### src/rtl/rx_tlp_store_fwd_if.sv
// rtl/rx_tlp_store_fwd_if.sv - LPIF RX beat stream in, DLL TLP stream out
interface rx_tlp_store_fwd_if #(
    parameter int DATA_W = 32
);
    logic              pl_valid;
    logic [DATA_W-1:0] pl_data;
    logic              pl_tlpstart;
    logic              pl_tlpend;
    logic              pl_tlpedb;
    logic              tlp_valid;
    logic [DATA_W-1:0] tlp_data;
    logic              tlp_sop;
    logic              tlp_eop;
    logic              tlp_ready;

    modport master (
        output pl_valid, pl_data, pl_tlpstart, pl_tlpend, pl_tlpedb, tlp_ready,
        input  tlp_valid, tlp_data, tlp_sop, tlp_eop
    );

    modport slave (
        input  pl_valid, pl_data, pl_tlpstart, pl_tlpend, pl_tlpedb, tlp_ready,
        output tlp_valid, tlp_data, tlp_sop, tlp_eop
    );
endinterface

### src/rtl/rx_tlp_store_fwd.sv
// rtl/rx_tlp_store_fwd.sv - store-and-forward RX TLP buffer; RX_TLP_STATS_EN builds event counters
module rx_tlp_store_fwd #(
    parameter int DATA_W = 32,
    parameter int DEPTH  = 64,
    parameter int MIN_DW = 3
) (
    input  logic                   clk,
    input  logic                   reset,
    rx_tlp_store_fwd_if.slave      bus,
    output logic [$clog2(DEPTH):0] free_entries,
    output logic [15:0]            cnt_nullified,
    output logic [15:0]            cnt_dropped,
    output logic [15:0]            cnt_malformed
);
    localparam int AW = $clog2(DEPTH);
    localparam int PW = AW + 1;
    localparam logic [PW-1:0] DEPTH_P = PW'(DEPTH);
    localparam logic [PW-1:0] ONE     = PW'(1);

    typedef enum logic [1:0] {IDLE, IN_PKT, DROP} wrState_t;

    logic [DATA_W+1:0] mem [DEPTH];

    wrState_t      state, stateNext;
    logic [PW-1:0] wrPtr, commitPtr, rdPtr;
    logic [PW-1:0] wrPtrNext, commitPtrNext;
    logic [15:0]   pktLen, pktLenNext, lenInc;
    logic          full, commitFull, lenOk;
    logic          wrEn, wrSop, wrEop;
    logic [AW-1:0] wrAddr;
    logic          nullInc, dropInc;
    logic [1:0]    malInc;
    logic          tlpValid, rdEn;
    logic [DATA_W+1:0] rdWord;

    assign full       = (wrPtr - rdPtr) == DEPTH_P;
    assign commitFull = (commitPtr - rdPtr) == DEPTH_P;
    assign lenInc     = (pktLen == 16'hFFFF) ? pktLen : pktLen + 16'd1;
    assign lenOk      = {16'd0, lenInc} >= 32'(MIN_DW);

    assign free_entries = DEPTH_P - (wrPtr - rdPtr);

    // Only committed entries are visible; outputs are forced low when nothing is readable.
    assign tlpValid      = (rdPtr != commitPtr);
    assign rdEn          = tlpValid & bus.tlp_ready;
    assign rdWord        = mem[rdPtr[AW-1:0]];
    assign bus.tlp_valid = tlpValid;
    assign bus.tlp_sop   = tlpValid & rdWord[DATA_W+1];
    assign bus.tlp_eop   = tlpValid & rdWord[DATA_W];
    assign bus.tlp_data  = tlpValid ? rdWord[DATA_W-1:0] : '0;

    always_ff @(posedge clk or negedge reset) begin
        if (!reset) begin
            state     <= IDLE;
            wrPtr     <= '0;
            commitPtr <= '0;
            rdPtr     <= '0;
            pktLen    <= '0;
        end else begin
            state     <= stateNext;
            wrPtr     <= wrPtrNext;
            commitPtr <= commitPtrNext;
            pktLen    <= pktLenNext;
            if (rdEn) rdPtr <= rdPtr + ONE;
        end
    end

    always_ff @(posedge clk) begin
        if (wrEn) mem[wrAddr] <= {wrSop, wrEop, bus.pl_data};
    end

    always_comb begin
        stateNext     = state;
        wrPtrNext     = wrPtr;
        commitPtrNext = commitPtr;
        pktLenNext    = pktLen;
        wrEn          = 1'b0;
        wrAddr        = wrPtr[AW-1:0];
        wrSop         = 1'b0;
        wrEop         = 1'b0;
        nullInc       = 1'b0;
        dropInc       = 1'b0;
        malInc        = 2'd0;
        if (bus.pl_valid) begin
            if (bus.pl_tlpstart) begin
                // Any start re-bases the packet at commitPtr, discarding a partial one.
                if (state == IN_PKT) malInc = 2'd1;
                wrPtrNext  = commitPtr;
                pktLenNext = '0;
                stateNext  = IDLE;
                if (bus.pl_tlpedb) begin
                    nullInc = 1'b1;
                end else if (commitFull) begin
                    dropInc   = 1'b1;
                    stateNext = bus.pl_tlpend ? IDLE : DROP;
                end else begin
                    wrEn   = 1'b1;
                    wrAddr = commitPtr[AW-1:0];
                    wrSop  = 1'b1;
                    wrEop  = bus.pl_tlpend;
                    if (!bus.pl_tlpend) begin
                        wrPtrNext  = commitPtr + ONE;
                        pktLenNext = 16'd1;
                        stateNext  = IN_PKT;
                    end else if (MIN_DW <= 1) begin
                        wrPtrNext     = commitPtr + ONE;
                        commitPtrNext = commitPtr + ONE;
                    end else begin
                        malInc = malInc + 2'd1;
                    end
                end
            end else if (state == IN_PKT) begin
                if (bus.pl_tlpedb) begin
                    wrPtrNext  = commitPtr;
                    pktLenNext = '0;
                    nullInc    = 1'b1;
                    stateNext  = IDLE;
                end else if (full) begin
                    wrPtrNext  = commitPtr;
                    pktLenNext = '0;
                    dropInc    = 1'b1;
                    stateNext  = bus.pl_tlpend ? IDLE : DROP;
                end else begin
                    wrEn       = 1'b1;
                    wrEop      = bus.pl_tlpend;
                    wrPtrNext  = wrPtr + ONE;
                    pktLenNext = lenInc;
                    if (bus.pl_tlpend) begin
                        pktLenNext = '0;
                        stateNext  = IDLE;
                        if (lenOk) begin
                            commitPtrNext = wrPtr + ONE;
                        end else begin
                            wrPtrNext = commitPtr;
                            malInc    = 2'd1;
                        end
                    end
                end
            end else if (state == DROP) begin
                if (bus.pl_tlpend || bus.pl_tlpedb) stateNext = IDLE;
            end
        end
    end

`ifdef RX_TLP_STATS_EN
    function automatic logic [15:0] satAdd(input logic [15:0] c, input logic [1:0] n);
        logic [16:0] s;
        s = {1'b0, c} + {15'd0, n};
        return s[16] ? 16'hFFFF : s[15:0];
    endfunction

    always_ff @(posedge clk or negedge reset) begin
        if (!reset) begin
            cnt_nullified <= '0;
            cnt_dropped   <= '0;
            cnt_malformed <= '0;
        end else begin
            cnt_nullified <= satAdd(cnt_nullified, {1'b0, nullInc});
            cnt_dropped   <= satAdd(cnt_dropped, {1'b0, dropInc});
            cnt_malformed <= satAdd(cnt_malformed, malInc);
        end
    end
`else
    logic unusedStats;
    assign unusedStats   = ^{nullInc, dropInc, malInc};
    assign cnt_nullified = '0;
    assign cnt_dropped   = '0;
    assign cnt_malformed = '0;
`endif
endmodule

### src/flat_wrapper.sv
// flat-port wrapper written by rule: the top's interface ports become plain ports
module rx_tlp_store_fwd_flat 
#(
    parameter int DATA_W = 32,
    parameter int DEPTH  = 64,
    parameter int MIN_DW = 3
)
  (clk, reset, free_entries, cnt_nullified, cnt_dropped, cnt_malformed, bus_pl_valid, bus_pl_data, bus_pl_tlpstart, bus_pl_tlpend, bus_pl_tlpedb, bus_tlp_ready, bus_tlp_valid, bus_tlp_data, bus_tlp_sop, bus_tlp_eop);
  rx_tlp_store_fwd_if #(.DATA_W(DATA_W)) bus_i ();
  input  logic clk;
  input  logic reset;
  output logic [$clog2(DEPTH):0] free_entries;
  output logic [15:0] cnt_nullified;
  output logic [15:0] cnt_dropped;
  output logic [15:0] cnt_malformed;
  input wire logic [$bits(bus_i.pl_valid)-1:0] bus_pl_valid;
  input wire logic [$bits(bus_i.pl_data)-1:0] bus_pl_data;
  input wire logic [$bits(bus_i.pl_tlpstart)-1:0] bus_pl_tlpstart;
  input wire logic [$bits(bus_i.pl_tlpend)-1:0] bus_pl_tlpend;
  input wire logic [$bits(bus_i.pl_tlpedb)-1:0] bus_pl_tlpedb;
  input wire logic [$bits(bus_i.tlp_ready)-1:0] bus_tlp_ready;
  output wire logic [$bits(bus_i.tlp_valid)-1:0] bus_tlp_valid;
  output wire logic [$bits(bus_i.tlp_data)-1:0] bus_tlp_data;
  output wire logic [$bits(bus_i.tlp_sop)-1:0] bus_tlp_sop;
  output wire logic [$bits(bus_i.tlp_eop)-1:0] bus_tlp_eop;
  assign bus_i.pl_valid = bus_pl_valid;
  assign bus_i.pl_data = bus_pl_data;
  assign bus_i.pl_tlpstart = bus_pl_tlpstart;
  assign bus_i.pl_tlpend = bus_pl_tlpend;
  assign bus_i.pl_tlpedb = bus_pl_tlpedb;
  assign bus_i.tlp_ready = bus_tlp_ready;
  assign bus_tlp_valid = bus_i.tlp_valid;
  assign bus_tlp_data = bus_i.tlp_data;
  assign bus_tlp_sop = bus_i.tlp_sop;
  assign bus_tlp_eop = bus_i.tlp_eop;
  rx_tlp_store_fwd #(.DATA_W(DATA_W), .DEPTH(DEPTH), .MIN_DW(MIN_DW)) u_core (.clk(clk), .reset(reset), .bus(bus_i), .free_entries(free_entries), .cnt_nullified(cnt_nullified), .cnt_dropped(cnt_dropped), .cnt_malformed(cnt_malformed));
endmodule
### config.mk
export PLATFORM = sky130hd
export DESIGN_NAME = rx_tlp_store_fwd_flat
export DESIGN_NICKNAME = d
export VERILOG_FILES = /design/src/rtl/rx_tlp_store_fwd_if.sv /design/src/rtl/rx_tlp_store_fwd.sv /design/src/flat_wrapper.sv
export SDC_FILE = /design/constraint.sdc
export NUM_CORES = 2
export LEC_CHECK = 0
export BUFFER_PORTS_ARGS = -buffer_cell sky130_fd_sc_hd__buf_2
export CORE_MARGIN = 10
export CORE_UTILIZATION = 40
export DETAILED_ROUTE_END_ITERATION = 12
export SLEW_MARGIN = 30
export SYNTH_ARGS = -nofsm -noshare
export SYNTH_HDL_FRONTEND = slang
export SYNTH_SLANG_ARGS = --single-unit
### constraint.sdc
create_clock -name clk -period 12.76 [get_ports clk]
set_clock_uncertainty 0.15 [all_clocks]
set_input_delay 2.552 -clock clk [delete_from_list [all_inputs] [get_ports clk]]
set_output_delay 2.552 -clock clk [all_outputs]
set_load 0.01 [all_outputs]
# Word level (Yosys, flattened, before mapping)
# Memory sizes are Yosys's and may differ from the RTL's.
# Cells that the tools add are included.
# Widths: inputs -> output; s select.
[op_classes]
n_lt_le_gt_ge = 1
add_sub_neg = 7
muxes = 52
eq_ne = 7
bitwise_logic = 6
reduce_logical = 7
[op_table]
columns = ["operator", "count"]
rows = [
  ["$mux 16", 8],
  ["$mux 7", 9],
  ["$mux 32", 1],
  ["$mux 6", 4],
  ["$add 7x1->7 const B", 3],
  ["$mux 1", 20],
  ["$mux 2", 10],
  ["$add 16x1->16 const B", 1],
  ["$eq 16x16->1 const B", 1],
  ["$ge 16x2->1 const B", 1],
  ["$eq 7x7->1 const B", 2],
  ["$sub 7x7->7", 2],
  ["$ne 7x7->1", 1],
  ["$sub 7x7->7 const A", 1],
  ["$reduce_and 6->1", 1],
  ["$reduce_bool 3->1", 2],
  ["$ne 5x4->1 const B", 1],
  ["$reduce_and 4->1", 1],
  ["$and 1x1->1", 3],
  ["$not 1->1", 3],
  ["$eq 2x1->1 const B", 1],
  ["$eq 2x2->1 const B", 1],
  ["$reduce_and 2->1", 1],
  ["$reduce_bool 2->1", 1],
  ["$logic_or 1x1->1", 1],
]
[totals]
inputBits = 39
register_bits = 39
out_inout_bits = 90
mem_bits_rw = 2176
word_cells = 86
memories = 1
[mem_list]
columns = ["memory", "depth", "word_bits", "read_ports", "rd_clocked_by_memory_dff", "wr", "line_no", "text"]
rows = [
  ["u_core.mem", 64, 34, 1, 0, 1, "rx_tlp_store_fwd.sv:22", "logic [DATA_W+1:0] mem [DEPTH];"],
]

# Logic depth before layout (Yosys ltp)
[logic_depth]
depth_word = 9
ltp_mapped = 16
depth_no_buf = 11

# Worst setup path before layout
# OpenSTA, ideal clock, no wires.
[synth_timing]
kind = "input to register"
start = "input bus_pl_tlpstart"
end = "memory u_core.mem[61][0] (netlist bit) (enable)"
arrival_ns = 6.786
setup_time_ns = 0.468
path_stages = 8
slack_ns = 5.357
required_time_ns = 12.142
cell_sequence = "clkbuf_1 > nand2_1 > or3_1 > buf_4 > clkinv_2 > mux2i_1 > nand2_1 > nor3_1"
[synth_between]
elab_chain_cells = 4
[synth_rtl]
columns = ["item", "line_no", "text"]
rows = [
  ["start, declared", "flat_wrapper.sv:18", "input wire logic [$bits(bus_i.pl_tlpstart)-1:0] bus_pl_tlpstart;"],
  ["$mux 1", "rx_tlp_store_fwd.sv:85", "if (bus.pl_tlpstart) begin"],
  ["$mux 1", "rx_tlp_store_fwd.sv:84", "if (bus.pl_valid) begin"],
  ["$mux 1", "rx_tlp_store_fwd.sv:69", "if (wrEn) mem[wrAddr] <= {wrSop, wrEop, bus.pl_data};"],
  ["$mux 1 (not written as such)", "rx_tlp_store_fwd.sv:69", ""],
  ["end, declared", "rx_tlp_store_fwd.sv:22", ""],
]
# Several ways; a longest one is shown, not always the timed one.

# Final worst setup path
[layout_timing]
start = "register u_core.rdPtr[0]"
end = "output bus_tlp_data[8]"
[layout_between]
elab_chain_cells = 2
[layout_rtl]
columns = ["item", "line_no", "text"]
rows = [
  ["start, declared", "rx_tlp_store_fwd.sv:25", "logic [PW-1:0] wrPtr, commitPtr, rdPtr;"],
  ["start signal, assigned", "rx_tlp_store_fwd.sv:64", "if (rdEn) rdPtr <= rdPtr + ONE;"],
  ["$mem_v2 64x34 or $ne 7x7->1 (tied branches)", "-", ""],
  ["$mux 32 *", "rx_tlp_store_fwd.sv:50", "assign bus.tlp_data = tlpValid ? rdWord[DATA_W-1:0] : '0;"],
  ["end, declared", "flat_wrapper.sv:23", "output wire logic [$bits(bus_i.tlp_data)-1:0] bus_tlp_data;"],
]
# Mark *: on every way between the ends. The rest lies on a longest branch, timed or not.

==> flow_summary.toml <==
[final_layout]
register_area_um2 = 66300
post_route_cells_drive_above_1_share_pct = 31.8
layout_commonest_cell = "edfxtp_1"
fin_nets = 3893
multiInputGateArea_um2 = 19700
fillerInstances = 17551
area_growth_pct = 12.6
layout_common_cells = "edfxtp_1, mux4_2, clkbuf_16"

[sta]
rsz0062_at_grt = "no"
hold_violations = 0
finalSetupTns_ns = 0
slew_headroom_pct = 34.9
whs_ns = 0.373
timing.final.crit_share_pct = 65.2
period_needed_ns = 8.32
tightest_slew_ns = 0.977
finalMaxSlewViolations = 0
fmax_ghz = 0.120
finalSetupViolCount = 0

[status]
status = "complete, no violations"

[worst_hold_path]
min_path_cells = 1
min_to = "u_core.rdPtr[5]"
hold_path.startpoint = "u_core.rdPtr[5]"
hp-class = "reg2reg"

[cts]
post_cts_resized = 0
hold_buffers = 0
cts_max_path_buffers = 3
postCtsSetupRepairBufs = 0
worstSkewPairLatency_ns = 0.84
clk_pin_slew_ns = 0.06
cts.sink_count = 2215
cts_root_buf = "clkbuf_16"
cts.htree.levels = 4
cts_buffers = 208
cts_tree = "done"

[logic_synthesis]
synth_mux_area_share_pct = 18.9
synth_area_um2 = 86700
synth_fa_ha_area_share_pct = 0.269
syn_avg_cell_area_um2 = 23.8
ys_warn_count = 0
yosysUniqueCellTypes = 80
synth.top_cell.area_share_pct = 75.4
synth-simple-area-share_pct = 1.64
synth_compound_area_share_pct = 0.939
synth_cells = 3638
ys_seq_area_share_pct = 76.5
synth_xor_area_share_pct = 0.283
async_flop_share_pct = 1.76
synth-seq-cells = 2215
synthTopCellsByArea = "edfxtp_1, mux4_2, dfrtp_1"
synth_top_cell_by_area = "edfxtp_1"
synth_edf_count = 2176
ys.flop_type = "edfxtp_1"
synth_top_family_by_area = "multiplexers"

[floorplan]
core_area_um2 = 215000
start_util_pct = 40.3
die-area_um2 = 236000
die_w_um = 485
fp.dieH_um = 485
io_pins = 129
rows = 170

[power_and_ir_drop]
power_leakage_uw = 0.0300
power_density_nw_per_um2 = 205
ir_drop_mv = 0.198

[worst_setup_path]
reg2reg_depth = 12
crit_type = "reg2out"
crit_fanout = 67
r2r_slack_ns = 6.18
arrival_ns = 5.62
critPathCaptureType = "output pin"
start_kind = "register"
crit_required_ns = 10.06
worstReg2RegEnd = "u_core.mem[21][1]"
rr_startpoint = "u_core.rdPtr[0]"

[placed_design]
hpwl_mm = 112
portBuffers = 80
globalplace.congestion = 0.768

[drt]
antenna_left = 0
drc = 0
wire_per_inst_um = 32.4
vias_per_cell = 5.84
dr.pass1.iters = 5
drt-total-wl_mm = 222
dr_total_vias = 40069
dr.first_iter.drc_count = 4821

[global_route]
antenna_found_initial = 25
grt_pass1_wl_mm = 314
grt_start_max_net_pins = 153
grt_pass1_vias = 40754
grt_remaining_overflow = 0
grt_usage_pct = 18.5

[run]
maxCapViolCount = 0
## how the worst max path moves through the flow
stage | depth (start not counted) | from | endpoint | slack [ns]
floorplan | 8 | bus_pl_tlpstart | u_core.mem[61][0] | 5.36
global placement | 7 | u_core.rdPtr[0] | bus_tlp_data[13] | 5.26
detailed placement | 7 | u_core.rdPtr[0] | bus_tlp_data[13] | 5.23
CTS | 7 | u_core.rdPtr[0] | bus_tlp_data[13] | 4.29
global route | 8 | u_core.rdPtr[0] | bus_tlp_data[8] | 4.02
finish | 8 | u_core.rdPtr[0] | bus_tlp_data[8] | 4.44
## layer usage
metal	track usage, %	vias up	share of wire, %	wire, µm
met4	5.79	4	3.1	6780
met3	2.60	296	6.6	14700
met5	0	-	0.012	27
li1	-	15972	-	-
met2	30.8	1710	50	110000
met1	25.5	22087	41	90300
## state kept, by name, indices dropped and copies added, names as in the netlist
signal and count:
u_core.wrPtr 7, u_core.mem 2176, u_core.pktLen 16, u_core.rdPtr 7, u_core.state 2, u_core.commitPtr 7
## synth_stat cells, types with 18 or more instances
master and n:
buf_2 70, mux4_2 714, a21oi_1 29, nor3_1 27
buf_4 50, inv_1 18, buf_1 19, and2_1 40
edfxtp_1 2176, mux2i_1 18, o21ai_0 20, nand2_1 33
dfrtp_1 39, clkbuf_1 96, nor2_1 78
## critical path, stage by stage (launching register included)
cell and delay, ns:
dfrtp_4 0.97, buf_12 0.37, buf_16 0.42, buf_4 0.76, mux4_2 0.58, mux4_2 0.56
mux4_2 0.60, and2_1 0.20, buf_2 0.14
## stage by stage
stage	total power, µW	setup WS, ns	instances	utilization [%]	area, µm²
after global placement	14200	5.26	6460	42.2	90800
after CTS	20100	4.29	6845	45.3	97400
after floorplan	12200	5.36	3685	-	86800
after global routing	20700	4.02	6857	45.4	97600
after detailed placement	14200	5.23	6461	42.3	90900
final	20000	4.44	6859	45.4	97600
## cells by family after synthesis
kind of cell / count (synthesis)
compound gates: 110
xor+xnor: 28
fa+ha+maj: 18
buf+inv: 257
flops: 2215
mux: 741
other cells: 1
simple gates: 268
## power breakdown
group	total [µW]	internal, µW	switching [µW]
Combinational	5870	2790	3080
Sequential	8130	8020	111
Clock	5980	3340	2640
## cell type report
type / instances / share of cell area [%]
inverters: 20 / 0.0872
repair buffers: 178 / 1.41
flip-flops and latches: 2215 / 68.0
well taps: 2838 / 3.64
clock inverters: 119 / 1.04
multi-input cells: 1213 / 20.2
diodes: 11 / 0.0282
clock buffers: 265 / 5.62
No activity file was read; power rests on OpenSTA's default activity.
